==> src/rtl/alu_exec_unit.sv <==
// EX-stage ALU: decodes funct/ALUOp, runs single-cycle ADD/SUB/AND/OR and an
// iterative shift-add MUL, and returns a registered result over valid/ready.
module alu_exec_unit #(
    parameter int WIDTH    = 32,
    parameter int MUL_BITS = 1
) (
    input  logic             clk_i,
    input  logic             rst_i,
    input  logic             valid_i,
    output logic             ready_o,
    input  logic [4:0]       funct_i,
    input  logic [1:0]       ALUOp_i,
    input  logic [WIDTH-1:0] src1_i,
    input  logic [WIDTH-1:0] src2_i,
    output logic             valid_o,
    input  logic             ready_i,
    output logic [WIDTH-1:0] result_o,
    output logic             zero_o,
    output logic [2:0]       op_o,
    output logic             busy_o
);

    // Handshake: a transfer happens on a rising edge where valid and ready are
    // both high; valid_o/result_o/op_o stay stable until ready_i is seen high.

    localparam int STEPS = WIDTH / MUL_BITS;
    localparam int CW    = $clog2(STEPS + 1);

    localparam logic [2:0] OP_ADDI = 3'b000;
    localparam logic [2:0] OP_SUB  = 3'b001;
    localparam logic [2:0] OP_MUL  = 3'b010;
    localparam logic [2:0] OP_AND  = 3'b011;
    localparam logic [2:0] OP_OR   = 3'b100;
    localparam logic [2:0] OP_ADD  = 3'b101;

    typedef enum logic [1:0] {
        S_IDLE = 2'd0,
        S_MUL  = 2'd1,
        S_DONE = 2'd2
    } state_e;

    state_e           state_q, state_d;
    logic [WIDTH-1:0] result_q, result_d;
    logic [2:0]       op_q, op_d;
    logic [WIDTH-1:0] mcand_q, mcand_d;
    logic [WIDTH-1:0] mplier_q, mplier_d;
    logic [WIDTH-1:0] acc_q, acc_d;
    logic [CW-1:0]    cnt_q, cnt_d;

    logic [2:0]       op_dec;
    logic [WIDTH-1:0] alu_res;
    logic [WIDTH-1:0] digit;
    logic [WIDTH-1:0] partial;
    logic             accept;
    logic             unused_funct;

    assign unused_funct = funct_i[2];
    assign accept       = valid_i && ready_o;

    always_comb begin
        op_dec = OP_ADD;
        if (ALUOp_i != 2'b10)  op_dec = OP_ADDI;
        else if (funct_i[4])   op_dec = OP_SUB;
        else if (funct_i[3])   op_dec = OP_MUL;
        else if (funct_i[0])   op_dec = OP_AND;
        else if (funct_i[1])   op_dec = OP_OR;
    end

    always_comb begin
        case (op_dec)
            OP_SUB:  alu_res = src1_i - src2_i;
            OP_AND:  alu_res = src1_i & src2_i;
            OP_OR:   alu_res = src1_i | src2_i;
            default: alu_res = src1_i + src2_i;
        endcase
    end

    // One radix-2^MUL_BITS digit of the multiplier times the shifted multiplicand.
    always_comb begin
        digit                 = '0;
        digit[MUL_BITS-1:0]   = mplier_q[MUL_BITS-1:0];
        partial               = mcand_q * digit;
    end

    // State register
    always_ff @(posedge clk_i) begin
        if (!rst_i) state_q <= S_IDLE;
        else        state_q <= state_d;
    end

    // Next-state logic
    always_comb begin
        state_d = state_q;
        case (state_q)
            S_IDLE: begin
                if (accept) state_d = (op_dec == OP_MUL) ? S_MUL : S_DONE;
            end
            S_MUL: begin
                if (cnt_q == CW'(1)) state_d = S_DONE;
            end
            S_DONE: begin
                if (accept)       state_d = (op_dec == OP_MUL) ? S_MUL : S_DONE;
                else if (ready_i) state_d = S_IDLE;
            end
            default: state_d = S_IDLE;
        endcase
    end

    // State outputs
    always_comb begin
        ready_o = rst_i && ((state_q == S_IDLE) || ((state_q == S_DONE) && ready_i));
        valid_o = (state_q == S_DONE);
        busy_o  = (state_q == S_MUL);
    end

    always_comb begin
        result_d = result_q;
        op_d     = op_q;
        mcand_d  = mcand_q;
        mplier_d = mplier_q;
        acc_d    = acc_q;
        cnt_d    = cnt_q;
        if (accept) begin
            op_d = op_dec;
            if (op_dec == OP_MUL) begin
                acc_d    = '0;
                mcand_d  = src1_i;
                mplier_d = src2_i;
                cnt_d    = CW'(STEPS);
            end else begin
                result_d = alu_res;
            end
        end else if (state_q == S_MUL) begin
            acc_d    = acc_q + partial;
            mcand_d  = mcand_q << MUL_BITS;
            mplier_d = mplier_q >> MUL_BITS;
            cnt_d    = cnt_q - CW'(1);
            if (cnt_q == CW'(1)) result_d = acc_q + partial;
        end
    end

    always_ff @(posedge clk_i) begin
        if (!rst_i) begin
            result_q <= '0;
            op_q     <= '0;
            mcand_q  <= '0;
            mplier_q <= '0;
            acc_q    <= '0;
            cnt_q    <= '0;
        end else begin
            result_q <= result_d;
            op_q     <= op_d;
            mcand_q  <= mcand_d;
            mplier_q <= mplier_d;
            acc_q    <= acc_d;
            cnt_q    <= cnt_d;
        end
    end

    assign result_o = result_q;
    assign zero_o   = (result_q == '0);
    assign op_o     = op_q;

endmodule
==> config.mk <==
export PLATFORM = sky130hd
export DESIGN_NAME = alu_exec_unit
export DESIGN_NICKNAME = d
export VERILOG_FILES = /design/src/rtl/alu_exec_unit.sv
export SDC_FILE = /design/constraint.sdc
export NUM_CORES = 1
export LEC_CHECK = 0
export BUFFER_PORTS_ARGS = -buffer_cell sky130_fd_sc_hd__buf_2
export CAP_MARGIN = 15
export CORE_UTILIZATION = 34
export CTS_CLUSTER_DIAMETER = 40
export DETAILED_ROUTE_END_ITERATION = 10
export GPL_ROUTABILITY_DRIVEN = 1
export MAX_ROUTING_LAYER = met4
export PLACE_DENSITY_LB_ADDON = 0.08
export REMOVE_ABC_BUFFERS = 1
export SYNTH_ARGS = -nofsm -noshare
export SYNTH_HDL_FRONTEND = slang
export SYNTH_SLANG_ARGS = --single-unit
==> constraint.sdc <==
create_clock -name clk_i -period 9.7 [get_ports clk_i]
set_input_delay 1.455 -clock clk_i [delete_from_list [all_inputs] [get_ports clk_i]]
set_output_delay 1.455 -clock clk_i [all_outputs]
set_load 0.005 [all_outputs]
==> impl_results.md <==
- Area leader, netlist: dfxtp_1
- Synth warn: 0
- Crit path buffers/inverters: 1
- HPWL after DPL: 27170 microns
- Placement Rows: 65
- Top Family by Delay on Critical Path: simple AND/OR/NAND/NOR gates
- Post-CTS Setup Inserts: 0
- Hold_buf cts: 0
- Number of synthesized flops with an enable pin: 0
- Lkg Pwr: ~0.006 uW
- Ranking of synthesized cells by area: dfxtp_1 25%, ha_1 7.6%, nand2_1 7.2%
- Worst Tran Pin Value: between 1 and 1.5 ns
- Setup TNS: 0 ns
- Clk_skew: 0.01331 ns
- Die Footprint: 33100 sq um
- Pwr Total: approximately 1600 uW
- Ant diodes: 0
- Yosys top cell area share: 25.28%
- Crit share post-route: 55.39%
- CTS tree: yes
- Clk pin slew, worst setup/hold paths: ~0.07 ns
- Layout cells sized above 1: 11.79%
- Final setup vio count: 0
- R2r endpoint: mplier_q[1]
- Post-Synthesis Cells: 1457
- Sequential area share after synthesis: 25.28%
- Num ports: about 110
- RSZ-0062 raised after global routing: false
- Most used cell, CP: nor2_1
- GPL Wtd Cong: 0.8818
- First-pass GRT wire length: 57770 microns
- Largest net degree at the start of global routing: 86
- Async SR Flop Fraction: 0%
- FF-to-FF Start: state_q[1]
- Critical Path Source Type: primary input
- Post-route ant nets: 0
- Global Route Usage Sum: 23.13%
- IO Port Bufs: 112
- Worst IR Drop VDD: between 0.1 and 0.15 mV
- Die width: 181.9 microns
- Fill count: 3368
- CTS Buffer Depth: 2
- Multi-input combinational cell area: 7750 sq um
- Commonest cells post-synth: 212 x nand2_1, 139 x dfxtp_1, 98 x a21oi_1
- Register bit total from synthesis: 139
- CTS resizes: 0
- Hold Path Class: flop to flop
- Critical Path Sink Type: flop
- CP required: 10.03 ns
- CP Class: primary input to flop
- Final Instance Area: 12390 sq um
- Syn Area/Cell: 7.556 sq um
- Netlist cell types: around 70
- Worst Hold Path EP: result_o[10]
- Crit-path slowest cell: a211oi_1
- PwrDens: 131.8 nW/um^2
- Clk sinks: 139
- Vias in the first global route: around 10000
- Hold path depth: 2
- Area Growth Syn to Fin: 12.57%
- Max-slew violations: 0
- Core Region: 31720 sq um
- Die Y: 181.9 microns
- Number of nets in the layout: 1641
- CP Cell Sequence: buf_2 > or3_1 > or3b_1 > nor2_1 > and3_1 > nor2_1 > xnor2_1 > ha_1 > nand4_1 > nor3_1 > nand3_1 > a211oi_1 > a211oi_1 > o21ai_1 > xor2_1 > a21oi_1 > nor2_1
- Slew headroom: between 10% and 20%
- Critical path fanouts, max: 7
- Internal reg-to-reg setup slack: 5.66 ns
- DR pass1 iterations: 6
- H-tree Lvls: 4
- Initial antenna violation count: 0
- # DRC: 0
- Main synth FF type: dfxtp_1
- Max cap viols: 0
- Wire per inst: 19.26 microns
- Peak Freq: 0.1861 GHz
- Worst stage delay on the critical path: 0.43 ns
- Vias per cell: about 5.6
- Area of placed instances: 11810 sq um
- Num CTS Buffers: 17
- Drt initial violations: a little under 800
- Final Util: 39.07%
- WHS: 0.4669 ns
- Skew-Pair Late Insertion Delay: 0.45 ns
- Root buf cell: clkbuf_16
- Tmin final: 5.373 ns
- Worst Reg-to-Reg Cells: 8
- Reg area: 2783 sq um
- Final wirelength: 36820 microns
- Initial core utilization: 34.71%
- Total gr overflow: 0
- Final Hold Viols: 0
- Post-Syn Area: 11010 sq um
- Hold path startpoint: result_o[10]
- Status: complete, no violations
- WP data arrival: 5.70 ns
- Count leader, synth: nand2_1
- Vias: 10690
per-stage QoR:
stage | std cells | worst slack (ns)
floorplan | 1351 | 2.741
global placement | 1880 | 3.917
detailed placement | 1880 | 3.880
CTS | 1912 | 4.354
global route | 1912 | 4.068
finish | 1912 | 4.327
layout by cell type, fill, tap and decap left out, types with 7 or more instances in the layout:
master,netlist,routed
nand2_1,212,210
dfxtp_1,139,139
buf_2,4,111
a21oi_1,98,98
nand3_1,86,86
nor2_1,69,67
ha_1,67,67
o211a_1,62,62
a21o_1,57,57
o21ai_0,55,55
and2_1,56,54
xnor2_1,52,52
nor2b_1,32,32
xor2_1,32,32
o211ai_1,27,27
inv_1,26,26
o21ai_1,23,23
nor3_1,21,21
nand4_1,20,20
a22oi_1,20,20
clkbuf_16,0,17
nor4_1,16,16
buf_4,0,16
a211oi_1,12,12
a221oi_1,12,12
and3_1,11,11
o21a_1,10,10
o21bai_1,9,9
a31oi_1,9,9
a21boi_1,9,9
or3_1,8,8
nand2b_1,7,7
a211o_1,7,7
mux2i_1,7,7
a21boi_0,7,7
sequential cells by signal, summed over array words and instances (netlist names):
| register | count |
|---|---|
| state_q | 2 |
| result_o | 32 |
| cnt_q | 6 |
| acc_q | 32 |
| mplier_q | 32 |
| op_o | 3 |
| mcand_q | 32 |
metal layers:
metal	share of wire [%]	wire [microns]	global-route usage [%]	vias to the layer above
li1	-	-	-	5400
met5	0	0	-	-
met4	2.4	891	7.832	0
met2	42	15580	33.51	252
met3	4.4	1638	2.688	42
met1	51	18700	32.96	4996
cell type report:
type,count,share of cell area (%)
well taps,402,4.059
inverters,26,0.7875
flip-flops and latches,139,22.45
multi-input cells,1186,62.53
clock buffers,19,3.655
repair buffers,127,5.452
clock inverters,13,1.060
report_power, final:
part	total (uW)	internal (uW)	switching (uW)
Clock	673	373	300
Sequential	602	587	14.7
Combinational	359	140	218
Total	1630	1100	533
worst reg2reg max path, cell delays in order (launching register included):
cell,delay [ns]
dfxtp_1,0.33
nor2b_1,0.16
nor3b_1,0.50
and2_4,0.51
nand2_1,0.62
nand2_4,0.73
buf_4,0.68
o211ai_1,0.24
o211a_1,0.16
how the worst max path moves through the flow:
stage              start            to  slack [ns]  cells after the start
2_1_floorplan    ready_i      cnt_q[4]        2.74                      9
3_3_place_gp       rst_i  mplier_q[18]        3.92                      8
3_5_place_dp       rst_i   mplier_q[1]        3.88                      8
4_1_cts            rst_i   mplier_q[1]        4.35                      8
5_1_grt            rst_i  mplier_q[24]        4.07                      8
6_report       src2_i[5]  result_o[27]        4.33                     17
cell families (layout without fill, tap and decap cells):
family	count (synthesis)	count (layout)	synth area share, %
simple gates	557	557	24.42
compound gates	468	468	30.36
flops	139	139	25.28
buf+inv	132	185	4.546
xor+xnor	84	84	6.683
fa+ha+maj	69	69	7.978
mux	8	8	0.7387
Note: power is estimated with default switching activity, not from simulation.
